### config.mk
export PLATFORM = sky130hd
export DESIGN_NAME = sync_edge_filter
export DESIGN_NICKNAME = d
export VERILOG_FILES = /design/src/rtl/sync_edge_filter.sv
export SDC_FILE = /design/constraint.sdc
export NUM_CORES = 1
export LEC_CHECK = 0
export ABC_AREA = 1
export CORE_UTILIZATION = 47
export CTS_CLUSTER_DIAMETER = 120
export DETAILED_ROUTE_END_ITERATION = 16
export PLACE_DENSITY = 0.8
export SYNTH_ARGS = -nofsm -noshare
export SYNTH_HDL_FRONTEND = slang
export SYNTH_SLANG_ARGS = --single-unit
### constraint.sdc
create_clock -name in_clk_receive -period 1.5 [get_ports in_clk_receive]
set_input_delay 0.3 -clock in_clk_receive [delete_from_list [all_inputs] [get_ports in_clk_receive]]
set_output_delay 0.3 -clock in_clk_receive [all_outputs]
set_load 0.005 [all_outputs]
### src/rtl/sync_edge_filter.sv
// sync_edge_filter
//
// Sits right after a slow-to-fast single-bit synchronizer, in the
// synchronizer's receive clock domain. It deglitches the synchronized level
// and turns filtered level changes into single-cycle rise/fall pulses.
// Selected edges set a sticky event flag, which is cleared by an acknowledge.
// A second sticky flag records edges that arrive while an event is still
// pending. Selected edges are also counted by a saturating counter.
//
// Parameters
//   FILTER_CYCLES : consecutive samples of a new level needed to accept it (>=1)
//   CNT_WIDTH     : event counter width (>=1)
//   EDGE_SEL      : 0 = rising, 1 = falling, 2 or 3 = both edges qualify
//
// Ports
//   in_clk_receive : receive-domain clock, rising edge
//   in_rst         : synchronous active-high reset
//   in_data_sync   : synchronized input level
//   in_ack         : clears out_event and out_overrun
//   in_cnt_clr     : clears out_event_cnt
//   out_level      : filtered level
//   out_rise       : one-cycle pulse on a filtered 0->1 change
//   out_fall       : one-cycle pulse on a filtered 1->0 change
//   out_event      : sticky flag, set by a qualified edge
//   out_overrun    : sticky flag, qualified edge while out_event was pending
//   out_event_cnt  : saturating count of qualified edges
module sync_edge_filter #(
  parameter int FILTER_CYCLES = 4,
  parameter int CNT_WIDTH     = 8,
  parameter int EDGE_SEL      = 0
) (
  input  logic                 in_clk_receive,
  input  logic                 in_rst,
  input  logic                 in_data_sync,
  input  logic                 in_ack,
  input  logic                 in_cnt_clr,
  output logic                 out_level,
  output logic                 out_rise,
  output logic                 out_fall,
  output logic                 out_event,
  output logic                 out_overrun,
  output logic [CNT_WIDTH-1:0] out_event_cnt
);

  localparam int FCW = $clog2(FILTER_CYCLES + 1);
  localparam logic [FCW-1:0]       FC_LAST = FCW'(FILTER_CYCLES - 1);
  localparam logic [CNT_WIDTH-1:0] CNT_MAX = '1;

  logic [FCW-1:0]       fcnt_reg;
  logic                 level_reg;
  logic                 rise_reg;
  logic                 fall_reg;
  logic                 event_reg;
  logic                 overrun_reg;
  logic [CNT_WIDTH-1:0] cnt_reg;
  logic                 qual;

  // Stability filter. fcnt_reg counts consecutive samples that differ from
  // the current filtered level; any agreeing sample restarts the count.
  // The pulses are registered together with the level so all three change
  // on the same edge.
  always_ff @(posedge in_clk_receive) begin
    if (in_rst) begin
      fcnt_reg  <= '0;
      level_reg <= 1'b0;
      rise_reg  <= 1'b0;
      fall_reg  <= 1'b0;
    end else begin
      rise_reg <= 1'b0;
      fall_reg <= 1'b0;
      if (in_data_sync == level_reg) begin
        fcnt_reg <= '0;
      end else if (fcnt_reg == FC_LAST) begin
        // This sample completes the run: accept the new level now.
        level_reg <= in_data_sync;
        fcnt_reg  <= '0;
        rise_reg  <= in_data_sync;
        fall_reg  <= ~in_data_sync;
      end else begin
        fcnt_reg <= fcnt_reg + FCW'(1);
      end
    end
  end

  // Qualified edge, derived from the registered pulses, so flag and
  // counter react one edge after the pulse.
  always_comb begin
    qual = rise_reg | fall_reg;
    if (EDGE_SEL == 0) begin
      qual = rise_reg;
    end else if (EDGE_SEL == 1) begin
      qual = fall_reg;
    end
  end

  // Sticky flags. A new qualified edge always wins over an acknowledge.
  // Overrun is only raised when the pending event was not being acknowledged
  // on the same edge.
  always_ff @(posedge in_clk_receive) begin
    if (in_rst) begin
      event_reg   <= 1'b0;
      overrun_reg <= 1'b0;
    end else if (qual) begin
      event_reg <= 1'b1;
      if (event_reg && !in_ack) begin
        overrun_reg <= 1'b1;
      end
    end else if (in_ack) begin
      event_reg   <= 1'b0;
      overrun_reg <= 1'b0;
    end
  end

  // Saturating event counter. A clear coinciding with an edge leaves a count
  // of one, so that edge is not lost.
  always_ff @(posedge in_clk_receive) begin
    if (in_rst) begin
      cnt_reg <= '0;
    end else if (qual) begin
      if (in_cnt_clr) begin
        cnt_reg <= CNT_WIDTH'(1);
      end else if (cnt_reg != CNT_MAX) begin
        cnt_reg <= cnt_reg + CNT_WIDTH'(1);
      end
    end else if (in_cnt_clr) begin
      cnt_reg <= '0;
    end
  end

  assign out_level     = level_reg;
  assign out_rise      = rise_reg;
  assign out_fall      = fall_reg;
  assign out_event     = event_reg;
  assign out_overrun   = overrun_reg;
  assign out_event_cnt = cnt_reg;

endmodule
==> results.py, run 1 <==
metrics = {
    "power_and_ir_drop": {
        "power.share.sequential_pct": 60.5,
        "p_sw_share_pct": 23.8,
        "powerDensity_nw_per_um2": 675,
        "combPwrFrac_pct": 6.1,
        "intPower_uw": 538,
        "peakVddDrop_mv": 0.506,
        "p_sw_uw": 168,
        "pwr-share-clk_pct": 33.4,
        "p_leak_uw": 0.000414,
    },
    "critical_path": {
        "endpoint": "out_event_cnt[2]",
        "path_buf_inv": 1,
        "path_delay_family": "buffers and inverters",
        "r2r_start": "out_event_cnt[0]",
        "worstPathCellList": "clkdlybuf4s50_1",
        "reg2reg_to": "out_event_cnt[4]",
        "critPathLaunch": "out_event_cnt[2]",
        "cp-start-kind": "register",
        "end_kind": "primary output",
        "rr_worst_depth": 8,
        "arrival_ns": 1.17,
        "path_class": "register to primary output",
        "slowest_stage": "clkdlybuf4s50_1",
        "required_ns": 1.20,
        "critical_path_peak_fanout": 4,
        "cpPeakStageDelay_ns": 0.50,
        "regToRegSetupSlack_ns": 0.13,
        "crit_cells": 1,
    },
    "final_layout": {
        "final_core_util_pct": 68.6,
        "antenna_cells": 0,
        "fillers": 132,
        "design_area_um2": 1050,
        "largest_reg_flops": 8,
        "seqCellArea_um2": 338,
        "layout.nets": 138,
        "area_growth_pct": 33.3,
        "multiInputGateArea_um2": 394,
        "drive_above_1_share_pct": 21.1,
        "fin_cells": 144,
    },
    "sta": {
        "fin_crit_ns": 1.47,
        "worst_pin_slew_ns": 0.323,
        "tns_ns": 0,
        "rsz0062_at_grt": "false",
        "hold_violations": 0,
        "fin_skew_ns": 0.00123,
        "slew_violations": 0,
        "setup_viol": 0,
        "max_freq_ghz": 0.681,
        "fin_crit_sh_pct": 97.9,
        "worst_slew_margin_rel_pct": 78.4,
    },
    "synthesis": {
        "syn_inst": 105,
        "synth_nets": 113,
        "ys_seq_area_share_pct": 40.8,
        "synth.area.top_cells": "dfxtp_1 41%, inv_1 7.7%, nand2_1 6.7%, nor2_1 6.7%, a21oi_1 5.7%",
        "synth.avg_cell_area_um2": 7.47,
        "yosysTopAreaCell": "dfxtp_1",
        "synth_cell_type_count": 22,
        "synth.ff_latch_count": 16,
        "synth_warnings": 0,
        "synth_top_area_share_pct": 40.8,
        "syn_area_um2": 785,
    },
    "clock_tree": {
        "clock_sinks": 16,
        "clkLatencyLatePin_ns": 0.29,
        "cts.path.max_buffers": 2,
        "clk_transition_reported_paths_ns": 0.09,
        "postCtsHoldBufs": 0,
        "h-tree-depth": 1,
        "cts_root_buf": "clkbuf_4",
        "cts_buffers": 3,
        "cts_tree": "done",
    },
    "floorplanning": {
        "core_um2": 1520,
        "die-height_um": 42.9,
        "rows": 14,
        "ios": 18,
        "die_x_um": 42.9,
        "die_area_um2": 1840,
        "initial_core_util_pct": 51.5,
    },
    "placed_design": {
        "placed_cell_area_um2": 987,
        "place_inst": 140,
        "hpwl_um": 1350,
        "io_buffers": 17,
        "gp_congestion": 0.783,
    },
    "global_routing": {
        "grt_antenna_before_repair": 0,
        "grt_overflow_total": 0,
        "grt_usage_pct": 22.2,
        "grt_max_degree": 11,
        "grt_pass1_wl_um": 3010,
        "grt_pass1_vias": 696,
    },
    "route": {
        "wl_per_cell_um": 11.8,
        "dr.pass1.iters": 4,
        "drc_errors": 0,
        "drt_wl_total_um": 1700,
        "avgViaCountPerCell": 5.24,
        "postRouteAntennaNets": 0,
        "num_vias": 755,
        "drtIter0Drc": 21,
    },
    "flow_run": {
        "cap_violations": 0,
    },
    "min_path": {
        "hold_class": "register to register",
        "hold_depth": 1,
    },
    "run_status": {
        "outcome": "completed",
    },
}
-- placed cells by master (no fill, tap or decap), types with 3 or more instances in the layout --
| master | Yosys | layout |
|---|---|---|
| inv_1 | 16 | 16 |
| nor2_1 | 14 | 14 |
| clkdlybuf4s50_1 | 0 | 14 |
| nand2_1 | 14 | 13 |
| nand3_1 | 9 | 9 |
| a21oi_1 | 9 | 9 |
| dfxtp_2 | 0 | 8 |
| dfxtp_1 | 16 | 6 |
| o21ai_0 | 5 | 5 |
| buf_4 | 0 | 5 |
| ha_1 | 3 | 3 |
| clkbuf_4 | 0 | 3 |
-- kinds of logic (layout without fill, tap and decap cells) --
| group | after synthesis | after routing | synth area share (%) |
|---|---|---|---|
| buf+inv | 18 | 41 | 9.89 |
| flops | 16 | 16 | 40.8 |
| compound gates | 20 | 20 | 14.4 |
| simple gates | 48 | 48 | 30.1 |
| fa+ha+maj | 3 | 3 | 4.79 |
-- per-layer routing --
layer / track usage (%) / vias up / part of all wire (%)
met4: 7.50 / 0 / 1.1
li1: - / 387 / -
met5: 0 / - / 0
met1: 27.0 / 348 / 44
met2: 36.7 / 18 / 50
met3: 6.81 / 2 / 4.8
-- power by group through the flow --
stage	Clock (uW)	Sequential, uW	Combinational (uW)
after detailed placement	0	441	42.2
after CTS	226	431	42.8
after global routing	252	428	48.1
after global placement	0	440	40.0
final	236	427	42.9
after floorplan	0	440	21.0
-- area by class of cell --
cell class	instances	area share, %
Multi-Input combinational cell	71	37.7
Tap cell	16	1.91
Timing Repair Buffer	22	20.2
Clock buffer	3	2.15
Sequential cell	16	32.3
Inverter	16	5.74
-- per-stage QoR --
| stage | hold slack, ns | total power, uW | worst slack [ns] |
|---|---|---|---|
| 3_5_place_dp | 0.443 | 483 | 0.104 |
| 4_1_cts | 0.464 | 700 | 0.00614 |
| 5_1_grt | 0.486 | 728 | 0.000375 |
| 2_1_floorplan | 0.377 | 461 | 0.257 |
| 6_report | 0.453 | 706 | 0.0317 |
| 3_3_place_gp | 0.414 | 480 | 0.109 |
-- how the worst min path moves through the flow --
stage            startpoint     endpoint  slack, ns
2_1_floorplan  in_data_sync     out_fall       0.38
3_3_place_gp    fcnt_reg[0]  fcnt_reg[0]       0.41
4_1_cts         fcnt_reg[0]  fcnt_reg[0]       0.46
3_5_place_dp    fcnt_reg[0]  fcnt_reg[0]       0.44
5_1_grt         fcnt_reg[0]  fcnt_reg[0]       0.49
6_report        fcnt_reg[0]  fcnt_reg[0]       0.45
-- synth_stat cells --
master / instances
inv_1: 16
clkbuf_8: 1
nand3b_1: 1
nand2_2: 1
o21ai_1: 2
nor2_4: 1
nor4_1: 1
clkbuf_1: 1
nand2_1: 14
dfxtp_1: 16
a21oi_1: 9
nand3_2: 1
nor3_1: 2
nor2_2: 1
a21oi_2: 2
nor2_1: 14
nand4_1: 1
nand2_4: 2
o21ai_0: 5
ha_1: 3
o211ai_1: 2
nand3_1: 9
-- timing repair --
item	in CTS	in global routing
resized for setup	4	13
endpoints found under the setup margin	3	17
setup buffers	1	0
(Power assumes the default switching activity.)
==> run 2, diff against run 1 <==
Settings changed: SLEW_MARGIN set to 10.
==> results of run 2 <==
The final DEF is identical to that of run 1; final timing and power are the same.
